===== src/rtl/uart_cmd_pkg.sv =====
// Shared command/response codes, FSM state encoding and decode helper for the
// UART command controller.
package uart_cmd_pkg;

   // command codes (channel commands carry the channel number in the low nibble)
   localparam logic [7:0] CMD_PING     = 8'hF0;
   localparam logic [7:0] CMD_SET      = 8'hA0;
   localparam logic [7:0] CMD_CLR      = 8'hB0;
   localparam logic [7:0] CMD_CLR_ALL  = 8'hC0;
   localparam logic [7:0] CMD_READ     = 8'hD0;

   // response codes
   localparam logic [7:0] RSP_MISMATCH = 8'hEE;
   localparam logic [7:0] RSP_BAD      = 8'hEF;
   localparam logic [7:0] RSP_TIMEOUT  = 8'hED;

   // 4-bit state encoding, also driven on the LED debug port
   localparam logic [3:0] ST_IDLE      = 4'h0;
   localparam logic [3:0] ST_COLLECT   = 4'h1;
   localparam logic [3:0] ST_PARSE     = 4'h2;
   localparam logic [3:0] ST_WAIT_IDLE = 4'h3;
   localparam logic [3:0] ST_SEND      = 4'h4;

   // true when cmd is opcode nibble op addressing an existing channel
   function automatic logic is_ch_cmd(input logic [7:0] cmd, input logic [3:0] op,
                                      input int unsigned num_ch);
      return (cmd[7:4] == op) && (32'(cmd[3:0]) < num_ch);
   endfunction

endpackage


===== src/rtl/uart_cmd_if.sv =====
// UART byte handshake between the UART core (master) and the command controller (slave).
interface uart_cmd_if;
   logic       uart_rx_ready;
   logic [7:0] uart_rx_data;
   logic       uart_idle;
   logic       uart_tx_sig;
   logic [7:0] uart_tx_data;

   modport master (output uart_rx_ready, uart_rx_data, uart_idle,
                   input  uart_tx_sig, uart_tx_data);
   modport slave  (input  uart_rx_ready, uart_rx_data, uart_idle,
                   output uart_tx_sig, uart_tx_data);
endinterface


===== src/rtl/uart_cmd_timer.sv =====
// Inter-byte timeout counter: counts run cycles since the last clear and
// flags expiry once TIMEOUT_CYC cycles have elapsed.
module uart_cmd_timer #(
   parameter int unsigned TIMEOUT_CYC = 50000
) (
   input  logic clock,
   input  logic reset,
   input  logic clear,
   input  logic run,
   output logic expired
);
   localparam int unsigned CW = $clog2(TIMEOUT_CYC + 1);

   logic [CW-1:0] cnt_q;
   logic [CW-1:0] cnt_inc;

   assign cnt_inc = cnt_q + CW'(1);

   // count while running, freeze once expired, restart on clear
   always_ff @(posedge clock or negedge reset) begin
      if (!reset) begin
         cnt_q   <= '0;
         expired <= 1'b0;
      end else if (clear) begin
         cnt_q   <= '0;
         expired <= 1'b0;
      end else if (run && !expired) begin
         cnt_q   <= cnt_inc;
         expired <= (cnt_inc == CW'(TIMEOUT_CYC));
      end
   end
endmodule


===== src/rtl/uart_cmd_controller.sv =====
// UART command controller: collects REP identical copies of a command byte,
// decodes it into per-channel rom_en updates and sends one response byte.
// Optional inter-byte timeout enabled by defining UART_CMD_TIMEOUT_EN.
module uart_cmd_controller
   import uart_cmd_pkg::*;
#(
   parameter int unsigned NUM_CH      = 4,
   parameter int unsigned REP         = 2,
   parameter int unsigned TIMEOUT_CYC = 50000
) (
   input  logic              clock,
   input  logic              reset,
   uart_cmd_if.slave         uif,
   output logic [NUM_CH-1:0] rom_en,
   output logic [3:0]        state_dbg,
   output logic              busy
);
   localparam int unsigned CNT_W = $clog2(REP + 1);

   // elaboration-time parameter range checks
   if (NUM_CH < 1 || NUM_CH > 8) begin : g_bad_num_ch
      $error("NUM_CH must be 1..8");
   end
   if (REP < 2 || REP > 4) begin : g_bad_rep
      $error("REP must be 2..4");
   end
   if (TIMEOUT_CYC < 1) begin : g_bad_timeout
      $error("TIMEOUT_CYC must be at least 1");
   end

   logic [3:0]        state_q, state_nxt;
   logic [7:0]        cmd_q, cmd_nxt;
   logic [CNT_W-1:0]  cnt_q, cnt_nxt;
   logic              mis_q, mis_nxt;
   logic [7:0]        txd_q, txd_nxt;
   logic              sig_q, sig_nxt;
   logic [NUM_CH-1:0] rom_q, rom_nxt;
   logic [NUM_CH-1:0] ch_mask;
   logic              busy_q, busy_nxt;

`ifdef UART_CMD_TIMEOUT_EN
   logic tmr_run, tmr_clear, tmr_expired;

   // timer runs only while collecting and restarts on every accepted byte
   assign tmr_run   = (state_q == ST_COLLECT);
   assign tmr_clear = !tmr_run || uif.uart_rx_ready;

   uart_cmd_timer #(.TIMEOUT_CYC(TIMEOUT_CYC)) u_timer (
      .clock   (clock),
      .reset   (reset),
      .clear   (tmr_clear),
      .run     (tmr_run),
      .expired (tmr_expired)
   );
`endif

   // next-state, datapath and response decode
   always_comb begin
      state_nxt = state_q;
      cmd_nxt   = cmd_q;
      cnt_nxt   = cnt_q;
      mis_nxt   = mis_q;
      txd_nxt   = txd_q;
      sig_nxt   = 1'b0;
      rom_nxt   = rom_q;
      ch_mask   = NUM_CH'(1) << cmd_q[3:0];

      case (state_q)
         ST_IDLE: begin
            if (uif.uart_rx_ready) begin
               cmd_nxt   = uif.uart_rx_data;
               cnt_nxt   = CNT_W'(1);
               mis_nxt   = 1'b0;
               state_nxt = ST_COLLECT;
            end
         end
         ST_COLLECT: begin
            if (uif.uart_rx_ready) begin
               if (uif.uart_rx_data != cmd_q) mis_nxt = 1'b1;
               cnt_nxt = cnt_q + CNT_W'(1);
               if (cnt_q == CNT_W'(REP - 1)) state_nxt = ST_PARSE;
            end
`ifdef UART_CMD_TIMEOUT_EN
            else if (tmr_expired) begin
               cnt_nxt   = '0;
               mis_nxt   = 1'b0;
               txd_nxt   = RSP_TIMEOUT;
               state_nxt = ST_WAIT_IDLE;
            end
`endif
         end
         ST_PARSE: begin
            state_nxt = ST_WAIT_IDLE;
            cnt_nxt   = '0;
            mis_nxt   = 1'b0;
            if (mis_q) begin
               txd_nxt = RSP_MISMATCH;
            end else if (cmd_q == CMD_PING) begin
               txd_nxt = CMD_PING;
            end else if (cmd_q == CMD_CLR_ALL) begin
               rom_nxt = '0;
               txd_nxt = CMD_CLR_ALL;
            end else if (cmd_q == CMD_READ) begin
               txd_nxt = 8'(rom_q);
            end else if (is_ch_cmd(cmd_q, CMD_SET[7:4], NUM_CH)) begin
               rom_nxt = rom_q | ch_mask;
               txd_nxt = cmd_q;
            end else if (is_ch_cmd(cmd_q, CMD_CLR[7:4], NUM_CH)) begin
               rom_nxt = rom_q & ~ch_mask;
               txd_nxt = cmd_q;
            end else begin
               txd_nxt = RSP_BAD;
            end
         end
         ST_WAIT_IDLE: begin
            if (uif.uart_idle) begin
               sig_nxt   = 1'b1;
               state_nxt = ST_SEND;
            end
         end
         ST_SEND: begin
            state_nxt = ST_IDLE;
         end
         default: begin
            state_nxt = ST_IDLE;
         end
      endcase

      busy_nxt = (state_nxt != ST_IDLE);
   end

   // state and datapath registers
   always_ff @(posedge clock or negedge reset) begin
      if (!reset) begin
         state_q <= ST_IDLE;
         cmd_q   <= 8'h00;
         cnt_q   <= '0;
         mis_q   <= 1'b0;
         txd_q   <= 8'h00;
         sig_q   <= 1'b0;
         rom_q   <= '0;
         busy_q  <= 1'b0;
      end else begin
         state_q <= state_nxt;
         cmd_q   <= cmd_nxt;
         cnt_q   <= cnt_nxt;
         mis_q   <= mis_nxt;
         txd_q   <= txd_nxt;
         sig_q   <= sig_nxt;
         rom_q   <= rom_nxt;
         busy_q  <= busy_nxt;
      end
   end

   assign uif.uart_tx_sig  = sig_q;
   assign uif.uart_tx_data = txd_q;
   assign rom_en           = rom_q;
   assign state_dbg        = state_q;
   assign busy             = busy_q;
endmodule


===== src/flat_wrapper.sv =====
// flat-port wrapper written by rule: the top's interface ports become plain ports
module uart_cmd_controller_flat import uart_cmd_pkg::*;
#(
   parameter int unsigned NUM_CH      = 4,
   parameter int unsigned REP         = 2,
   parameter int unsigned TIMEOUT_CYC = 50000
)
  (clock, reset, rom_en, state_dbg, busy, uif_uart_rx_ready, uif_uart_rx_data, uif_uart_idle, uif_uart_tx_sig, uif_uart_tx_data);
  uart_cmd_if uif_i ();
  input  logic clock;
  input  logic reset;
  output logic [NUM_CH-1:0] rom_en;
  output logic [3:0] state_dbg;
  output logic busy;
  input wire logic [$bits(uif_i.uart_rx_ready)-1:0] uif_uart_rx_ready;
  input wire logic [$bits(uif_i.uart_rx_data)-1:0] uif_uart_rx_data;
  input wire logic [$bits(uif_i.uart_idle)-1:0] uif_uart_idle;
  output wire logic [$bits(uif_i.uart_tx_sig)-1:0] uif_uart_tx_sig;
  output wire logic [$bits(uif_i.uart_tx_data)-1:0] uif_uart_tx_data;
  assign uif_i.uart_rx_ready = uif_uart_rx_ready;
  assign uif_i.uart_rx_data = uif_uart_rx_data;
  assign uif_i.uart_idle = uif_uart_idle;
  assign uif_uart_tx_sig = uif_i.uart_tx_sig;
  assign uif_uart_tx_data = uif_i.uart_tx_data;
  uart_cmd_controller #(.NUM_CH(NUM_CH), .REP(REP), .TIMEOUT_CYC(TIMEOUT_CYC)) u_core (.clock(clock), .reset(reset), .uif(uif_i), .rom_en(rom_en), .state_dbg(state_dbg), .busy(busy));
endmodule

===== config.mk =====
export PLATFORM = sky130hd
export DESIGN_NAME = uart_cmd_controller_flat
export DESIGN_NICKNAME = d
export VERILOG_FILES = /design/src/rtl/uart_cmd_pkg.sv /design/src/rtl/uart_cmd_if.sv /design/src/rtl/uart_cmd_timer.sv /design/src/rtl/uart_cmd_controller.sv /design/src/flat_wrapper.sv
export SDC_FILE = /design/constraint.sdc
export NUM_CORES = 1
export LEC_CHECK = 0
export ABC_AREA = 0
export CAP_MARGIN = 20
export CELL_PAD_IN_SITES_DETAIL_PLACEMENT = 0
export CELL_PAD_IN_SITES_GLOBAL_PLACEMENT = 1
export CORE_MARGIN = 2
export CORE_UTILIZATION = 35
export CTS_CLUSTER_SIZE = 20
export DETAILED_ROUTE_END_ITERATION = 8
export HOLD_SLACK_MARGIN = 0.1
export PLACE_DENSITY = 0.8
export REMOVE_ABC_BUFFERS = 1
export SKIP_CTS_REPAIR_TIMING = 1
export SYNTH_ARGS = -nofsm -noshare
export SYNTH_HDL_FRONTEND = slang
export SYNTH_SLANG_ARGS = --single-unit

===== constraint.sdc =====
create_clock -name clock -period 2.2 [get_ports clock]
set_clock_uncertainty 0.15 [all_clocks]
set_input_delay 0.33 -clock clock [delete_from_list [all_inputs] [get_ports clock]]
set_output_delay 0.33 -clock clock [all_outputs]
set_load 0.02 [all_outputs]

==> reports/results.ini <==
[power_and_ir_drop]
power_density_mw_per_mm2=1009
finalPower_uw=1983
p_comb_share_pct=35.3
ir_drop_mv=0.4742
internal_power_uw=1321
seqPwrFrac_pct=40.3
switching_share_pct=33.36
power.leakage_uw=0.0007722
switching_power_uw=661.5
clkPwrFrac_pct=24.4

[route]
drt-initial-drc-count=76
avgViaCountPerCell=5.339
firstDrtPassIters=4
avgRoutedWirePerCell_microns=14.26
vias=1244
drtAntennaViolNets=0
wirelength_mm=3.322
drc_errors=0

[min_path]
min_path_type=input port to async pin

[sta]
setup_tns_ns=-0.1084
hold_violations=0
final_max_slew_viol_count=0
period_share_pct=101.6
max_freq_mhz=447.2
rsz0062_at_grt=true
finalSetupViolCount=4
finalCriticalPeriod_ns=2.236
worst_slack_ns=-0.03613

[layout]
antenna_cells=0
utilization_pct=49.14
area_delta_synth_final_pct=35.31
num-nets-final=195
final_layout_size_suffix_gt1_share_pct=13.66
design_area_sq_mm=0.001966

[setup_path]
crit_required_ns=2.22
ff2ff_setup_slack_ns=-0.04
worstSetupStartpointType=register
reg2reg_depth=4
worstPathMaxFanout=7
cp_data_arrival_time_ns=2.25
crit_type=register to register
end_kind=register
worstReg2RegEnd=u_core.rom_en[2]
r2r_start=u_core.cmd_q[0]

[cts]
htreeDepth=2
worstSkewPairLatency_ns=0.28
clockBufferDepth=2
cts_buffers=5
cts_tree=yes
clkTransAtPathRegs_ns=0.06
cts.sinks=29
root_buffer=clkbuf_8

[outcome]
violations=setup timing
run_status=finished, violations left

[synthesis]
synth_cell_types=40
yosysSeqAreaShare_pct=49.96
syn_inst=143
ys_ff_latch=29
synth_flop_cell=dfrtp_1
synthesis.area_sq_mm=0.001453
postSynthAreaPerCell_sq_um=10.16
synthArstFlopShare_pct=100.0
synth_edf_count=0
synth_warnings=0

[floorplan]
die_w_microns=68.43
core-area_sq_mm=0.004000
rows=23
num_io_pins=30
dieArea_sq_mm=0.004682
start_util_pct=36.32
dieHeight_microns=68.43

[place]
place_area_sq_mm=0.001859
port_buffers=29
dp_hpwl_mm=2.514
pre_cts_slack_ns=-0.02682
gp_congestion=0.7763

[global_routing]
grt.total_usage_pct=16.03
grt_pass1_vias=1180
grt_max_degree=30
antenna_found_initial=0
grt-ovfl-total=0
grt_pass1_wl_mm=5.423

[job]
drv_cap=0

==> power by group through the flow <==
stage / Clock [uW] / Combinational (uW) / Sequential, uW
finish: 483 / 700 / 799
global route: 520 / 769 / 826
CTS: 494 / 707 / 800
detailed placement: 0 / 705 / 811
global placement: 0 / 690 / 801
floorplan: 0 / 289 / 902
==> cell type report <==
cell class,count,area [sq um]
clock buffers,7,96.34
well taps,50,62.56
fillers,355,2034
multi-input cells,103,688.2
repair buffers,41,380.4
flip-flops and latches,29,725.7
inverters,2,7.507
clock inverters,1,5.005
==> critical path: stages (launching register included) <==
cell     delay, ns
dfrtp_1       0.38
or4_4         0.57
or3_4         0.35
a221o_1       0.39
a211o_1       0.28
==> metal layers <==
metal / vias to the layer above / GRT usage, % / part of all wire, %
li1: 598 / - / -
met1: 611 / 19.02 / 43
met2: 28 / 26.80 / 51
met3: 7 / 4.770 / 4.5
met4: 0 / 6.750 / 1.7
met5: - / 0 / 0
==> cells in the final DEF, fill, tap and decap left out, types with 2 or more instances in the layout <==
cell              n
nand4_1           2
o22ai_1           2
o21ai_1           6
nand2_1          11
nor2_1           14
clkdlybuf4s50_1  29
o22a_1            3
clkbuf_8          7
inv_1             2
a21oi_1           3
mux2_2            3
dfrtp_1          29
and3_1            3
or4_1             2
o211ai_1          2
buf_4            12
nor3b_1           2
xnor2_1           8
o31ai_1           3
a211oi_1          2
mux2_1            5
nor4_1            4
a211o_1           4
nand3b_1          2
nand3_1           5
==> through the flow <==
| step | std cells | hold WS, ns |
|---|---|---|
| 2_1_floorplan | 134 | -0.1156 |
| 3_3_place_gp | 225 | 0.3266 |
| 3_5_place_dp | 225 | 0.3191 |
| 4_1_cts | 233 | 0.2879 |
| 5_1_grt | 233 | 0.3096 |
| 6_report | 233 | 0.2838 |
==> cells in the mapped netlist, types with 3 or more instances <==
library cell  count  area, sq um
nor4_1            4        25.02
dfrtp_1          29        725.7
a21oi_1           3        15.01
nand2_1          11        41.29
o22a_1            3        26.28
nor2_1           14        52.55
clkbuf_1          7        26.28
mux2_2            3        33.78
and3_1            3        18.77
o31ai_1           3        22.52
xnor2_1           8        70.07
nand3_1           5        25.02
a211o_1           4        35.03
o21ai_1           6        30.03
mux2_1            5        56.30
==> registers in the layout, summed over array words and instances, names as in the netlist <==
name / count
u_core.busy: 1
u_core.cmd_q: 8
u_core.cnt_q: 2
u_core.mis_q: 1
u_core.rom_en: 4
u_core.state_dbg: 4
u_core.uif.uart_tx_data: 8
u_core.uif.uart_tx_sig: 1
==> kinds of logic after synthesis <==
family	share of synthesized area (%)
AND/OR/NAND/NOR	19.72
AO/OA/AOI/OAI	14.56
flip-flops	49.96
buffers and inverters	3.015
XOR/XNOR	5.427
multiplexers	6.201
adder cells (fa/ha/maj)	0.8612
other	0.2582
==> how the worst max path moves through the flow <==
stage | startpoint | end | slack [ns]
CTS | u_core.cmd_q[1] | u_core.rom_en[2] | -0.04
floorplan | u_core.state_dbg[1] | u_core.rom_en[0] | -0.21
global route | u_core.cmd_q[0] | u_core.rom_en[3] | -0.07
detailed placement | u_core.cmd_q[1] | u_core.rom_en[2] | -0.03
finish | u_core.cmd_q[0] | u_core.rom_en[2] | -0.04
global placement | u_core.cmd_q[1] | u_core.rom_en[2] | 0.03
Note: power is estimated with default switching activity, not from simulation.
